$ cat src/rtl/tx_window_ctrl.sv
// Transmit-window controller: a synchronised start edge opens a tx_enable window
// of window_len prescaled ticks, with retrigger/periodic modes, hold-off and abort.
module tx_window_ctrl #(
   parameter int TICK_DIV      = 4800000,
   parameter int CNT_W         = 14,
   parameter int HOLDOFF_TICKS = 0,
   parameter int SYNC_STAGES   = 2
) (
   input  logic             clk,
   input  logic             reset,
   input  logic             start,
   input  logic             abort,
   input  logic [1:0]       mode,
   input  logic [CNT_W-1:0] window_len,
   output logic             tx_enable,
   output logic             busy,
   output logic [CNT_W-1:0] remaining,
   output logic             done
);

   localparam int PW = $clog2(TICK_DIV);
   localparam int HW = (HOLDOFF_TICKS > 1) ? $clog2(HOLDOFF_TICKS + 1) : 1;
   localparam logic [PW-1:0] PRE_MAX   = PW'(TICK_DIV - 1);
   localparam logic [HW-1:0] HOLD_INIT = HW'(HOLDOFF_TICKS);

   localparam logic [1:0] S_IDLE   = 2'd0;
   localparam logic [1:0] S_ACTIVE = 2'd1;
   localparam logic [1:0] S_HOLD   = 2'd2;

   localparam logic [1:0] M_RETRIG   = 2'b01;
   localparam logic [1:0] M_PERIODIC = 2'b10;

   logic [SYNC_STAGES-1:0] sync_q, fill_q;
   logic                   edge_q, armed_q, req_q;

   logic [1:0]       state_q, state_d;
   logic [CNT_W-1:0] cnt_q, cnt_d;
   logic [PW-1:0]    pre_q, pre_d;
   logic [HW-1:0]    hold_q, hold_d;
   logic [1:0]       mode_q, mode_d;
   logic             per_q, per_d;
   logic             done_d, tx_q, done_q;
   logic             tick_w, launch, close;

   // fill_q marks when the synchroniser output reflects a real sample of start;
   // armed_q then requires a low level first, so a start held across reset is ignored.
   always_ff @(posedge clk or negedge reset) begin
      if (!reset) begin
         sync_q  <= '0;
         fill_q  <= '0;
         edge_q  <= 1'b0;
         armed_q <= 1'b0;
         req_q   <= 1'b0;
      end else begin
         sync_q  <= {sync_q[SYNC_STAGES-2:0], start};
         fill_q  <= {fill_q[SYNC_STAGES-2:0], 1'b1};
         edge_q  <= sync_q[SYNC_STAGES-1];
         armed_q <= armed_q | (fill_q[SYNC_STAGES-1] & ~sync_q[SYNC_STAGES-1]);
         req_q   <= armed_q & sync_q[SYNC_STAGES-1] & ~edge_q;
      end
   end

   always_comb begin
      state_d = state_q;
      cnt_d   = cnt_q;
      pre_d   = pre_q;
      hold_d  = hold_q;
      mode_d  = mode_q;
      per_d   = per_q;
      done_d  = 1'b0;
      launch  = 1'b0;
      close   = 1'b0;
      tick_w  = (pre_q == PRE_MAX);

      case (state_q)
         S_IDLE: begin
            // per_q can only be set here when there is no hold-off: it is the
            // one-cycle gap between periodic windows.
            if (abort) per_d = 1'b0;
            else if (req_q || per_q) begin
               if (window_len != '0) launch = 1'b1;
               else                  per_d  = 1'b0;
            end
         end
         S_ACTIVE: begin
            pre_d = tick_w ? '0 : pre_q + 1'b1;
            if (abort) begin
               per_d = 1'b0;
               close = 1'b1;
            end else if (req_q && mode_q == M_RETRIG && window_len != '0) begin
               cnt_d = window_len;
               pre_d = '0;
            end else if (tick_w && cnt_q != '0) begin
               cnt_d = cnt_q - 1'b1;
               if (cnt_q == CNT_W'(1)) begin
                  done_d = 1'b1;
                  close  = 1'b1;
               end
            end
         end
         S_HOLD: begin
            pre_d = tick_w ? '0 : pre_q + 1'b1;
            if (abort) per_d = 1'b0;
            if (tick_w) begin
               hold_d = hold_q - 1'b1;
               if (hold_q == HW'(1)) begin
                  if (per_q && !abort && window_len != '0) launch = 1'b1;
                  else begin
                     state_d = S_IDLE;
                     per_d   = 1'b0;
                  end
               end
            end
         end
         default: state_d = S_IDLE;
      endcase

      if (close) begin
         pre_d = '0;
         if (HOLDOFF_TICKS == 0) state_d = S_IDLE;
         else begin
            state_d = S_HOLD;
            hold_d  = HOLD_INIT;
         end
      end
      if (launch) begin
         state_d = S_ACTIVE;
         cnt_d   = window_len;
         mode_d  = mode;
         pre_d   = '0;
         per_d   = (mode == M_PERIODIC);
      end
   end

   always_ff @(posedge clk or negedge reset) begin
      if (!reset) begin
         state_q <= S_IDLE;
         cnt_q   <= '0;
         pre_q   <= '0;
         hold_q  <= '0;
         mode_q  <= '0;
         per_q   <= 1'b0;
         tx_q    <= 1'b0;
         done_q  <= 1'b0;
      end else begin
         state_q <= state_d;
         cnt_q   <= cnt_d;
         pre_q   <= pre_d;
         hold_q  <= hold_d;
         mode_q  <= mode_d;
         per_q   <= per_d;
         tx_q    <= (state_d == S_ACTIVE);
         done_q  <= done_d;
      end
   end

   assign tx_enable = tx_q;
   assign done      = done_q;
   assign busy      = (state_q != S_IDLE);
   assign remaining = (state_q == S_ACTIVE) ? cnt_q : '0;

endmodule

$ cat config.mk
export PLATFORM = sky130hd
export DESIGN_NAME = tx_window_ctrl
export DESIGN_NICKNAME = d
export VERILOG_FILES = /design/src/rtl/tx_window_ctrl.sv
export SDC_FILE = /design/constraint.sdc
export NUM_CORES = 1
export LEC_CHECK = 0
export ABC_AREA = 1
export CAP_MARGIN = 15
export CELL_PAD_IN_SITES_DETAIL_PLACEMENT = 2
export CELL_PAD_IN_SITES_GLOBAL_PLACEMENT = 2
export CORE_UTILIZATION = 33
export CTS_BUF_LIST = sky130_fd_sc_hd__clkbuf_2
export CTS_CLUSTER_DIAMETER = 50
export CTS_CLUSTER_SIZE = 40
export DETAILED_ROUTE_END_ITERATION = 16
export PLACE_DENSITY_LB_ADDON = 0.1
export SLEW_MARGIN = 20
export SYNTH_ARGS = -nofsm -noshare
export SYNTH_HDL_FRONTEND = slang
export SYNTH_SLANG_ARGS = --single-unit
$ cat constraint.sdc
create_clock -name clk -period 2.5 [get_ports clk]
set_input_delay 0.5 -clock clk [delete_from_list [all_inputs] [get_ports clk]]
set_output_delay 0.5 -clock clk [all_outputs]
set_load 0.02 [all_outputs]
# Word level (Yosys, flattened, before mapping)

Index checks and enable logic that the tools add are counted.

Register bits after elaboration: 52

Bitwise gates (word level): 6
Multiplexer cells: 41
Eq/ne operators: 10
Add/sub/neg operators: 3
Reduce and logical (&&, ||, !) cells: 19

Operators by type and width:

| kind                                                                    | count |
|---|---|
| 23-bit two-way mux                                                      | 5 |
| 14-bit two-way mux                                                      | 6 |
| 23-bit case mux with 2 select lines                                     | 1 |
| 14-bit nonzero test                                                     | 2 |
| 23-bit by 1-bit adder with 23-bit output, second input constant         | 1 |
| 23-bit == test, second input constant                                   | 1 |
| 1-bit two-way mux                                                       | 21 |
| 14-bit by 1-bit == test with 1-bit output, second input constant        | 1 |
| 14-bit by 1-bit subtractor with 14-bit output, second input constant    | 1 |
| 2-bit two-way mux                                                       | 5 |
| 4-bit inequality test, second input constant                            | 2 |
| 4-bit nonzero test                                                      | 2 |
| 2-bit by 1-bit == test with 1-bit output, second input constant         | 3 |
| 3-bit AND reduction                                                     | 2 |
| 1-bit logical AND                                                       | 5 |
| 2-bit == test, second input constant                                    | 2 |
| 2-bit case mux with 2 select lines                                      | 1 |
| 2-bit nonzero test                                                      | 2 |
| 1-bit AND                                                               | 3 |
| 1-bit case mux with 3 select lines                                      | 1 |
| 3-bit nonzero test                                                      | 1 |
| 2-bit zero test                                                         | 1 |
| 2-bit by 1-bit inequality test with 1-bit output, second input constant | 1 |
| 1-bit NOT                                                               | 2 |
| other kinds (7)                                                         | 7 |

# Depth between registers and ports, before layout

Depth after elaboration: 10
Mapped depth: 15

# Worst setup path after synthesis

OpenSTA, ideal clock, no wires.

Kind: flip-flop to output port
Start point: register state_q[1]
End point: output port remaining[10]
Slack: 477 ps
Required time: 2000 ps
Data arrival time: 1523 ps
Path buffers: 2
Cell stages (with the launch flop): 7
Cells stage by stage: dfrtp_1 inv_1 ha_1 clkbuf_1 clkbuf_1 nand2_1 inv_1

Word-level cells in the longest chain between the ends: 2

RTL lines:

| item                                     | RTL line | text |
|---|---|---|
| start, declared                          | 36       | `logic [1:0] state_q, state_d;` |
| start signal, assigned                   | 146      | `state_q <= state_d;` |
| 2-bit by 1-bit == test with 1-bit output | 160      | `assign remaining = (state_q == S_ACTIVE) ? cnt_q : '0;` |
| 14-bit two-way mux                       | 160      |  |
| end, declared                            | 17       | `output logic [CNT_W-1:0] remaining,` |

Every way passes these cells.

# Worst setup path in the final report

Start point: register state_q[0]
End point: output port remaining[3]

The elaborated chain is that of the path after synthesis.

==> impl_metrics.yaml <==
floorplan:
  die_w_um: 111
  die_h_um: 111
  die_area_um2: 12300
  core_um2: 11500
  ios: 37
  initial_utilization_pct: 34.1
  row_count: 39
timing:
  timing.hold.ws_ns: 0.373
  setup_violations: 0
  timing.fmax_mhz: 429
  fin_worst_skew_ns: 0.0266
  finalCriticalPeriod_ns: 2.33
  rsz0062_at_grt: "false"
  finalCritPeriodShare_pct: 93.2
  slew_viol_final: 0
  hold_viol: 0
  setup_tns_ns: 0
power_and_ir_drop:
  pwr-share-comb_pct: 61.2
  swShare_pct: 51.0
  power_density_nw_per_um2: 856
  ir_drop_v: 0.000443
  clockPowerShare_pct: 9.5
  p_switching_mw: 2.09
  pwr-share-seq_pct: 29.3
  p_int_mw: 2.00
  leakagePower_nw: 2.54
  power_mw: 4.09
critical_path:
  path_class: "register to output port"
  cp.arrival_ns: 1.83
  cp_cell_sequence: "buf_4 -> ha_1 -> buf_12 -> nand2_1 -> inv_1 -> buf_2"
  critPathMaxStageDelay_ns: 0.49
  critPathRequiredTime_ns: 2.00
  crit_fanout: 18
  cpMaxStageDelayCell: "dfrtp_2"
  worstSetupEndpointType: "output port"
  worst_setup_path_start_kind: "register"
logic_synthesis:
  yosysSeqAreaShare_pct: 33.3
  synth_cell_types: 37
  yosys.area.top_type: "dfrtp_1"
  netlist_top_cells_count: "nand2_1 (219), nor2_1 (57), inv_1 (56)"
  syn_nets: 622
  synth_edf_count: 0
  synth_ff_type: "dfrtp_1"
  synth.most_common_cell: "nand2_1"
  synth_warnings: 0
  yosysTopAreaCellShare_pct: 33.3
  syn_inst: 594
  synth.cell_area_um2: 3910
  synthArstFlopShare_pct: 100
  ys_ff_latch: 52
  syn_avg_cell_area_um2: 6.58
  yosys-top-cells-area: "dfrtp_1 (33%), nand2_1 (21%), nand3_1 (7.0%), nor2_1 (5.5%), inv_1 (5.4%)"
drt:
  vias: 4307
  firstDrtPassIters: 4
  drc: 0
  antenna_left: 0
  via_per_inst: 5.27
  totalWireLength_um: 15400
  drtIter0Drc: 129
  avgRoutedWirePerCell_um: 18.9
global_routing:
  antenna_found_initial: 0
  grt_pass1_vias: 4767
  grt_use_total_pct: 26.2
  grt_max_degree: 22
  grt_pass1_wl_um: 25400
  grt.overflow.total: 0
clock_tree:
  htree_levels: 2
  cts-root-buf: "clkbuf_2"
  clk_path_buf_depth: 2
  cts.clk_slew.worst_paths_ns: 0.30
  cts_buffers: 5
  worstSkewPairLatency_ns: 0.52
  cts_sinks: 52
  cts_tree: "yes"
placed_design:
  port-buffer-count: 36
  dpl.hpwl_um: 12400
  gp_congestion: 0.875
flow_run:
  drv_cap: 0
cells_and_area:
  areaGrowthSynthToFinish_pct: 22.1
  nNetsFinal: 702
  drive_gt1_share_pct: 16.6
  diodes: 0
  final_core_util_pct: 41.6
outcome:
  status: "finished clean"
hold_path:
  min_path_type: "primary input to async pin"
==> layout by cell type, fill, tap and decap left out, types with 2 or more instances in the layout <==
cell	n
nand2_1	219
nor2_1	57
inv_1	56
nand3_1	55
buf_4	54
dfrtp_1	51
nand4_1	30
clkdlybuf4s50_1	20
o21ai_1	14
clkbuf_2	12
xor2_1	11
nor3_1	9
buf_2	9
o21ai_0	8
a31oi_1	7
ha_1	7
inv_2	6
nand2_4	6
xnor2_1	6
nand2_2	5
nor2_2	3
buf_12	3
or2_1	2
nand3_2	2
nor2_4	2
or2_2	2
o21bai_1	2
==> worst max-delay path, delay by kind of cell, from the launching register on <==
family	cells	cell delay [ns]
buffers and inverters	4	0.52
flip-flops	1	0.49
adder cells (fa/ha/maj)	1	0.22
AND/OR/NAND/NOR	1	0.06
==> sequential cells by signal (all words and copies together), names as in the netlist, 2 cells and up <==
name and count:
cnt_q 14, sync_q 2, mode_q 2, fill_q 2, state_q 2, pre_q 23
==> layout make-up <==
cell class,instances,area (µm²)
Clock buffer,6,30.0
Clock inverter,2,13.8
Fill cell,1404,6690
Inverter,63,236
Multi-Input combinational cell,458,2250
Sequential cell,52,1300
Tap cell,143,179
Timing Repair Buffer,94,759
==> per-layer routing <==
layer / track usage (%) / part of all wire, % / wire length (µm)
met1: 34.7 / 47 / 7260
met2: 44.8 / 48 / 7470
met3: 3.66 / 3.0 / 464
met4: 6.67 / 1.5 / 227
met5: 0 / 0 / 0
==> cells by family (layout without fill, tap and decap cells) <==
family                     after synthesis  count (layout)  share of synthesized area [%]
buffers and inverters                   84             165                           9.15
DFF                                     52              52                           33.3
AOI/OAI and AO/OA                       34              34                           5.09
xor gates and xnor gates                17              17                           3.81
adders and majority gates                8               8                           2.56
and+or+nand+nor                        398             398                           46.0
other                                    1               1                         0.0959
==> what timing repair did <==
| action | 4_1_cts | 5_1_grt |
|---|---|---|
| setup endpoints to repair | 15 | 14 |
| pin swaps | 0 | 0 |
| hold buffers | 1 | 0 |
| hold endpoints to repair | 13 | 0 |
| buffers inserted | 2 | 2 |
| gates resized for setup | 39 | 14 |
==> per-stage QoR <==
| step | cell area, µm² | std cells | setup WS [ns] |
|---|---|---|---|
| global placement | 4760 | 805 | -0.0475 |
| finish | 4770 | 818 | 0.170 |
| global route | 4770 | 818 | 0.0501 |
| CTS | 4840 | 816 | -0.0184 |
| floorplan | 3910 | 594 | 0.477 |
| detailed placement | 4760 | 805 | -0.163 |
==> power groups by stage <==
stage	sequential (mW)	clock, mW	combinational [mW]
after floorplan	1.16	0	1.51
after global placement	1.21	0	2.37
after detailed placement	1.23	0	2.51
after CTS	1.20	0.414	2.52
after global routing	1.23	0.438	2.76
final	1.20	0.390	2.50
==> final timing paths <==
path,start,end,cells past startpoint,slack (ns)
worst max-delay path,state_q[0],remaining[3],6,0.17
max in group asynchronous,reset,fill_q[1],3,1.43
worst min-delay path,reset,pre_q[2],2,0.37
min in group clk,fill_q[0],fill_q[1],0,0.39
worst max register to register,pre_q[9],cnt_q[0],12,0.21
worst min register to register,fill_q[0],fill_q[1],0,0.39
No activity file was read; power rests on OpenSTA's default activity.
